### config.mk
export PLATFORM = sky130hd
export DESIGN_NAME = controle_deslocamento
export DESIGN_NICKNAME = d
export VERILOG_FILES = /design/src/rtl/controle_deslocamento_pkg.sv /design/src/rtl/controle_deslocamento_desloca_esq16.sv /design/src/rtl/controle_deslocamento.sv
export SDC_FILE = /design/constraint.sdc
export NUM_CORES = 1
export LEC_CHECK = 0
export ABC_AREA = 1
export CAP_MARGIN = 20
export CELL_PAD_IN_SITES_DETAIL_PLACEMENT = 1
export CELL_PAD_IN_SITES_GLOBAL_PLACEMENT = 2
export CORE_UTILIZATION = 25
export DETAILED_ROUTE_END_ITERATION = 6
export PLACE_DENSITY_LB_ADDON = 0.2
export REMOVE_ABC_BUFFERS = 1
export SETUP_SLACK_MARGIN = 0.05
export SYNTH_ARGS = -nofsm -noshare
export SYNTH_HDL_FRONTEND = slang
export SYNTH_SLANG_ARGS = --single-unit
### constraint.sdc
create_clock -name clk -period 3.57 [get_ports clk]
set_input_delay 0.8925 -clock clk [delete_from_list [all_inputs] [get_ports clk]]
set_output_delay 0.8925 -clock clk [all_outputs]
set_load 0.02 [all_outputs]
### src/rtl/controle_deslocamento_pkg.sv
// Shared constants for the multi-cycle left shift/rotate sequencer:
// data/amount widths and FSM state encodings.
package controle_deslocamento_pkg;

   localparam int unsigned LARGURA  = 16;
   localparam int unsigned LARG_QTD = 4;

   localparam logic [1:0] S_OCIOSO  = 2'd0;
   localparam logic [1:0] S_DESLOCA = 2'd1;
   localparam logic [1:0] S_FIM     = 2'd2;

endpackage

### src/rtl/controle_deslocamento_desloca_esq16.sv
// Fixed 16-bit, 1-position left shifter (DeslocaEsq16 datapath).
// The bit leaving position 15 is exported for overflow/rotate use.
module desloca_esq16
   import controle_deslocamento_pkg::*;
(
   input  logic [LARGURA-1:0] a,
   output logic [LARGURA-1:0] y,
   output logic               saida
);

   assign y     = {a[LARGURA-2:0], 1'b0};
   assign saida = a[LARGURA-1];

endmodule

### src/rtl/controle_deslocamento.sv
// Sequencer applying the 1-bit left shifter once per clock to perform a
// 0..15 position logical shift or rotate over a start/pronto/valido handshake.
module controle_deslocamento
   import controle_deslocamento_pkg::*;
(
   input  logic                clk,
   input  logic                rst,
   input  logic                start,
   input  logic                modo,
   input  logic [LARGURA-1:0]  dado_in,
   input  logic [LARG_QTD-1:0] qtd,
   output logic                pronto,
   output logic                ocupado,
   output logic                valido,
   output logic [LARGURA-1:0]  resultado,
   output logic                estouro
);

   logic [1:0]          estado;
   logic [1:0]          estado_prox;
   logic [LARGURA-1:0]  reg_dado;
   logic [LARGURA-1:0]  reg_dado_prox;
   logic [LARG_QTD-1:0] cnt;
   logic [LARG_QTD-1:0] cnt_prox;
   logic                reg_modo;
   logic                reg_modo_prox;
   logic                estouro_prox;
   logic                pronto_prox;
   logic                ocupado_prox;
   logic                valido_prox;
   logic [LARGURA-1:0]  desl_y;
   logic                desl_saida;

   desloca_esq16 u_desloca (
      .a     (reg_dado),
      .y     (desl_y),
      .saida (desl_saida)
   );

   // State register
   always_ff @(posedge clk) begin
      if (rst) begin
         estado <= S_OCIOSO;
      end else begin
         estado <= estado_prox;
      end
   end

   // Next state, datapath update and registered-output precomputation
   always_comb begin
      estado_prox   = estado;
      reg_dado_prox = reg_dado;
      cnt_prox      = cnt;
      reg_modo_prox = reg_modo;
      estouro_prox  = estouro;

      case (estado)
         S_OCIOSO: begin
            if (start) begin
               reg_dado_prox = dado_in;
               cnt_prox      = qtd;
               reg_modo_prox = modo;
               estouro_prox  = 1'b0;
               estado_prox   = (qtd != '0) ? S_DESLOCA : S_FIM;
            end
         end
         S_DESLOCA: begin
            // Rotate fill: the bit shifted out re-enters at bit 0
            reg_dado_prox = {desl_y[LARGURA-1:1], desl_y[0] | (reg_modo & desl_saida)};
            if (!reg_modo) begin
               estouro_prox = estouro | desl_saida;
            end
            cnt_prox = cnt - LARG_QTD'(1);
            if (cnt <= LARG_QTD'(1)) begin
               estado_prox = S_FIM;
            end
         end
         S_FIM: begin
            estado_prox = S_OCIOSO;
         end
         default: begin
            estado_prox = S_OCIOSO;
         end
      endcase

      pronto_prox  = (estado_prox == S_OCIOSO);
      ocupado_prox = (estado_prox == S_DESLOCA) || (estado_prox == S_FIM);
      valido_prox  = (estado_prox == S_FIM);
   end

   // Datapath and output registers
   always_ff @(posedge clk) begin
      if (rst) begin
         reg_dado <= '0;
         cnt      <= '0;
         reg_modo <= 1'b0;
         estouro  <= 1'b0;
         pronto   <= 1'b1;
         ocupado  <= 1'b0;
         valido   <= 1'b0;
      end else begin
         reg_dado <= reg_dado_prox;
         cnt      <= cnt_prox;
         reg_modo <= reg_modo_prox;
         estouro  <= estouro_prox;
         pronto   <= pronto_prox;
         ocupado  <= ocupado_prox;
         valido   <= valido_prox;
      end
   end

   assign resultado = reg_dado;

endmodule

== After elaboration in Yosys (flattened, before gate mapping) ==
Index checks and enable logic that the tools add are counted.

* Bits in registers: 27
* Latch bits: 0
* Memory bits (writable): 0
* Memory bits (read-only): 0
* Bits of input ports: 24
* Output and inout port bits: 20
* Logic and storage cells: 36
* Memories: 0

* $add $sub $neg: 1
* Multipliers: 0
* Div/mod/pow operators: 0
* Order comparisons: 1
* Equality and inequality tests: 5
* Shift-type cells: 0
* Muxes and demuxes: 11
* Bitwise operators: 2
* Reduce and logical (&&, ||, !) cells: 8

{| class="wikitable"
|+ Operators with widths
! kind !! number
|-
| case mux 16 bit (2 select lines) || 1
|-
| two-way mux 16 bit || 1
|-
| case mux 4 bit (2 select lines) || 1
|-
| two-way mux 2 bit || 3
|-
| equality test 2 x 1 -> 1 bit (second input constant) || 2
|-
| <= comparator 4 x 1 -> 1 bit (second input constant) || 1
|-
| logical NOT 2 bit || 2
|-
| two-way mux 4 bit || 1
|-
| inequality test 2 bit (second input constant) || 2
|-
| case mux 2 bit (2 select lines) || 1
|-
| AND reduction 2 bit || 2
|-
| nonzero test 4 bit || 1
|-
| subtractor 4 x 1 -> 4 bit (second input constant) || 1
|-
| AND reduction 3 bit || 1
|-
| equality test 2 bit (second input constant) || 1
|-
| two-way mux 1 bit || 2
|-
| case mux 1 bit (2 select lines) || 1
|-
| nonzero test 2 bit || 1
|-
| AND 1 bit || 1
|-
| logical OR 1 bit || 1
|-
| OR 1 bit || 1
|}

== Depth between registers and ports, before layout ==
Gate-level depths: netlist of run 1.

* Depth after elaboration: 6
* Gate-level depth with buffers: 10
* Mapped depth without buffers: 10

== By module ==
From an unflattened synthesis of run 1, not the netlist that was laid out.

* Cell total of the unflattened synthesis: 199
* Area, all modules: 1447.6 µm²

{| class="wikitable"
|+ Modules (own cells, without submodules)
! module !! instances !! cells each !! area an instance (µm²) !! sequential area each (µm²)
|-
| controle_deslocamento || 1 || 181 || 1316.3 || 540.5
|-
| desloca_esq16 || 1 || 18 || 131.4 || 0.0
|}

== Least setup slack after synthesis of run 1 ==
No wires, ideal clock.

* Path type: input port to flip-flop
* Start point: input port start
* End point: register pronto
* Data arrival time: 1.740 ns
* Required time: 3.447 ns
* Path slack: 1.706 ns
* Stages: 8
* Path through: nand3_4 inv_2 buf_6 nand2_1 o21ai_2 inv_2 ha_1 or2_2

* Cells in the longest elaborated chain, start to end: 3

{| class="wikitable"
|+ RTL lines
! element !! line !! text
|-
| from (decl) || controle_deslocamento.sv:8 || <nowiki>input logic start,</nowiki>
|-
| two-way mux 2 bit || controle_deslocamento.sv:59 || <nowiki>if (start) begin</nowiki>
|-
| case mux 2 bit (2 select lines) || controle_deslocamento.sv:57 || <nowiki>case (estado)</nowiki>
|-
| logical NOT 2 bit || controle_deslocamento.sv:86 || <nowiki>pronto_prox = (estado_prox == S_OCIOSO);</nowiki>
|-
| net pronto_prox || controle_deslocamento.sv:28 || <nowiki>logic pronto_prox;</nowiki>
|-
| to (signal assigned) || controle_deslocamento.sv:106 || <nowiki>pronto <= pronto_prox;</nowiki>
|-
| to (decl) || controle_deslocamento.sv:12 || <nowiki>output logic pronto,</nowiki>
|}

The timed path passes the listed nets, and every way through them passes these cells.
A chain may end at the register's enable or synchronous reset.

== Final worst setup path of run 1 ==
Ends and elaborated chain as after synthesis.

==> results.json, run 1 <==
{
  "crit_arrival_ns": 2.57,
  "layout_common_cells": "nand2_1 (63), clkdlybuf4s50_1 (43), dfxtp_1 (27)",
  "area_growth_pct": 39.5,
  "r2r_start": "estado[0]",
  "yosys.cell_types.count": 21,
  "slew_viol_final": 0,
  "globalRoute.totalOverflow": 0,
  "synth_top_area_frac": 0.429,
  "crit_fanout": 20,
  "post_cts_buffers": 0,
  "max_slew_margin": 0.613,
  "min_path_cells": 2,
  "layout.cells.non_filler": 276,
  "finalNetCount": 238,
  "setup_viol": 0,
  "synth_seq_cells": 27,
  "antenna_cells": 0,
  "min_to": "estouro",
  "yosysTopAreaCell": "dfxtp_1",
  "cts_made_buffers": 3,
  "fin_worst_skew_ns": 0.00834,
  "r2r_slack_ns": 1.61,
  "fillCellCount": 601,
  "antenna_found_initial": 0,
  "fin_crit_sh": 0.671,
  "rsz0062_at_grt": "no",
  "drt-wirelength-per-cell_microns": 12.7,
  "fin_area_sq_um": 1760,
  "worstSetupPathType": "in -> reg",
  "clockBufferDepth": 2,
  "htree_levels": 1,
  "clock_latency_ns": 0.28,
  "fp.dieW_microns": 73.0,
  "die-area_sq_um": 5330,
  "worst_ep_required_time_ns": 3.74,
  "period_minus_slack_ns": 2.40,
  "dr.pass1.iters": 2,
  "hold_start": "estouro",
  "grt_max_degree": 25,
  "endpoint_kind": "flop",
  "hold_violations": 0,
  "fmaxAchievable_mhz": 417,
  "clkTransAtPathRegs_ns": 0.10,
  "drive_above_1_share": 0.0957,
  "dpl.hpwl_mm": 2.55,
  "syn_inst": 170,
  "tns_ns": 0,
  "ff2ff_path_depth": 7,
  "finalWirelength_mm": 3.50,
  "start_util": 0.264,
  "ios": 44,
  "ys_seq_area_frac": 0.429,
  "cp-start-kind": "input port",
  "power_per_cell_area_nw_per_um2": 431,
  "die_height_microns": 73.0,
  "syn-cell-area_sq_um": 1260,
  "placed_area_sq_um": 1710,
  "ys_top_cells_by_area": "dfxtp_1 (43%), nand2_1 (19%), a31oi_1 (7.4%)",
  "cts_sinks": 27,
  "num_vias": 1214,
  "final_util": 0.368,
  "rows": 25,
  "hold_class": "reg -> reg",
  "r2r-end": "pronto",
  "yosys_warnings": 0,
  "numPortBuffers": 43,
  "ir_drop_v": 0.000120,
  "cts_tree": "done",
  "cts_root_buf": "clkbuf_8",
  "via_per_inst": 4.40,
  "power_leakage_nw": 0.666,
  "place.gp.congestion": 0.721,
  "worst_slew_pin_slew_ns": 0.579,
  "grt_pass1_vias": 1281,
  "grt_pass1_wl_mm": 5.91,
  "maxCapViolCount": 0,
  "cts_resized": 0,
  "first_iter_violations": 35,
  "ctsHoldBuffers": 0,
  "dpl.cell_count": 272,
  "grt_usage": 0.144,
  "syn_avg_cell_area_sq_um": 7.42,
  "final_common_cell": "nand2_1",
  "drc": 0,
  "ant_nets": 0,
  "core_area_sq_um": 4790,
  "status": "completed"
}
-- area by class of cell --
type	count	area [sq um]	area share
multi-input combinational	118	588	0.334
sequential	27	541	0.307
tap	67	83.8	0.0477
timing repair buffer	45	445	0.253
clock buffer	4	45.0	0.0256
inverter	15	56.3	0.0320
-- flip-flops by register name (all words and copies together) (netlist names) --
register	count
resultado	16
pronto	1
valido	1
reg_modo	1
estouro	1
cnt	4
ocupado	1
estado	2
-- stage by stage --
step	setup slack, ns	total power [mW]	hold WS [ns]
after floorplan	1.64	0.479	0.452
after global placement	0.901	0.583	0.471
after detailed placement	0.836	0.590	0.465
after CTS	1.14	0.772	0.483
after global routing	1.05	0.812	0.517
final	1.17	0.759	0.477
-- cell families (layout without fill, tap and decap cells) --
kind of cell / Yosys count / after routing / synth area share
AOI/OAI and AO/OA: 27 / 27 / 0.128
adders and majority gates: 4 / 4 / 0.0397
buffers and inverters: 25 / 64 / 0.105
DFF: 27 / 27 / 0.429
and+or+nand+nor: 87 / 87 / 0.299
-- worst max-delay path by stage --
stage / startpoint / end / slack [ns] / depth (start not counted)
after floorplan: start / pronto / 1.64 / 7
after global placement: start / pronto / 0.90 / 8
after detailed placement: start / pronto / 0.84 / 8
after CTS: start / pronto / 1.14 / 8
after global routing: start / pronto / 1.05 / 8
final: start / pronto / 1.17 / 8
-- metal layers --
metal,vias to the layer above,wire length (microns),track usage
met3,4,133,0.0276
met4,0,36,0.0523
met2,22,1740,0.250
met1,571,1580,0.177
li1,617,-,-
met5,-,0,0
-- power breakdown --
group	internal, mW	leakage (nW)	total (mW)	switching (mW)
clock	0.0801	0.0228	0.180	0.0995
sequential	0.332	0.222	0.353	0.0218
combinational	0.0984	0.421	0.225	0.127
total	0.510	0.666	0.759	0.248
-- worst max-delay path: stages --
cell             delay, ns
clkdlybuf4s50_1       0.54
nand3_4               0.13
inv_2                 0.30
nand2_1               0.11
o21ai_2               0.08
inv_2                 0.07
ha_1                  0.18
or2_2                 0.27
-- Yosys cell counts --
cell,n
dfxtp_1,27
nand3_4,1
inv_2,5
o21ai_0,4
ha_1,4
nand3_1,5
buf_4,4
inv_1,10
nand2_1,63
a31oi_1,15
nand3_2,2
nor2_2,2
nand2_2,1
nor2_4,1
buf_6,3
or2_2,1
a21oi_1,6
clkbuf_1,2
o21ai_2,2
buf_2,1
nor2_1,11
(Power assumes the default switching activity.)
==> run 2, diff against run 1 <==
CORE_UTILIZATION = 21   (was 25)
clock period = 2.1 ns   (was 3.57 ns; I/O delays follow)
==> results.json, run 2 (synthesis gave the netlist of run 1 again) <==
{
  "clkTransAtPathRegs_ns": 0.10,
  "slowest_stage": "clkdlybuf4s50_1",
  "die-area_sq_um": 6320,
  "maxCapViolCount": 0,
  "fmaxAchievable_mhz": 552,
  "critPathBufInv": 1,
  "fp.dieW_microns": 79.5,
  "cts_made_buffers": 3,
  "antenna_found_initial": 0,
  "fin_crit_sh": 0.862,
  "endpoint_kind": "primary output",
  "grt_max_degree": 23,
  "crit_chain": "clkdlybuf4s50_1",
  "hold_class": "reg -> reg",
  "post_cts_buffers": 0,
  "dpl.hpwl_mm": 2.84,
  "fin_area_sq_um": 1810,
  "layout_common_cells": "nand2_1 (63), clkdlybuf4s50_1 (43), dfxtp_1 (27)",
  "numPortBuffers": 43,
  "power_leakage_nw": 0.695,
  "holdWs_ns": 0.501,
  "largest_register_ff_count": 16,
  "antenna_cells": 0,
  "pre_cts_ws_ns": 0.0631,
  "rows": 27,
  "area_growth_pct": 43.6,
  "setup_viol": 0,
  "slowest_delay_ns": 0.63,
  "worst_ep_required_time_ns": 1.57,
  "die_height_microns": 79.5,
  "crit_arrival_ns": 1.29,
  "final_common_cell": "nand2_1",
  "layout.cells.non_filler": 287,
  "globalRoute.totalOverflow": 0,
  "cts_root_buf": "clkbuf_8",
  "crit_fanout": 4,
  "drive_above_1_share": 0.121,
  "grt_usage": 0.129,
  "worst_slew_pin_slew_ns": 0.247,
  "place.gp.congestion": 0.714,
  "final_util": 0.321,
  "start_util": 0.224,
  "cp-start-kind": "flop",
  "status": "completed",
  "cts_sinks": 27,
  "htree_levels": 1,
  "dr.pass1.iters": 4,
  "core_area_sq_um": 5640,
  "clock_latency_ns": 0.27,
  "finalWirelength_mm": 3.68,
  "worstSetupPathType": "reg -> out",
  "slew_viol_final": 0,
  "ir_drop_v": 0.000266,
  "grt_pass1_vias": 1343,
  "hold_violations": 0,
  "grt_pass1_wl_mm": 6.35,
  "p_total_mw": 1.31,
  "period_minus_slack_ns": 1.81,
  "clockBufferDepth": 2,
  "first_iter_violations": 36,
  "via_per_inst": 4.28,
  "critPathTopFamily": "buffers and inverters",
  "ios": 44,
  "drc": 0,
  "max_slew_margin": 0.836,
  "num_vias": 1227,
  "drt-wirelength-per-cell_microns": 12.8,
  "ant_nets": 0,
  "cts_resized": 0,
  "dpl.cell_count": 283,
  "power_per_cell_area_nw_per_um2": 723,
  "finalNetCount": 244,
  "rsz0062_at_grt": "no",
  "fin_worst_skew_ns": 0.00607,
  "cts_tree": "done",
  "tns_ns": 0,
  "placed_area_sq_um": 1770,
  "fin_ws_ns": 0.290,
  "ctsHoldBuffers": 0
}
[run 2: changes by cell type in the layout (fill, tap and decap cells not counted), sizes merged]
cell	change
buf	+6
[run 2: cell type report]
cell class / count / area, sq um
clock buffer: 4 / 45.0
fill: 681 / 3830
inverter: 15 / 56.3
multi-input combinational: 118 / 588
sequential: 27 / 541
tap: 72 / 90.1
timing repair buffer: 51 / 490
[run 2: per-layer routing]
metal	up-vias	GRT usage	part of all wire
met3	2	0.0366	0.058
met1	563	0.151	0.44
met4	0	0.0273	0.0068
li1	630	-	-
met5	-	0	0
met2	32	0.231	0.49
[run 2: where the power goes]
part	total (mW)	internal [mW]	switching (mW)
clock	0.306	0.136	0.169
sequential	0.602	0.564	0.0382
combinational	0.401	0.183	0.219
total	1.31	0.882	0.426
[run 2: path summary, 6_finish.rpt]
kind | cells past startpoint | startpoint | slack, ns | end
worst min-delay path | 2 | reg_modo | 0.50 | resultado[0]
worst max-delay path | 1 | resultado[15] | 0.29 | resultado[15]
worst min register to register | 2 | reg_modo | 0.50 | resultado[0]
worst max register to register | 8 | cnt[0] | 0.39 | pronto
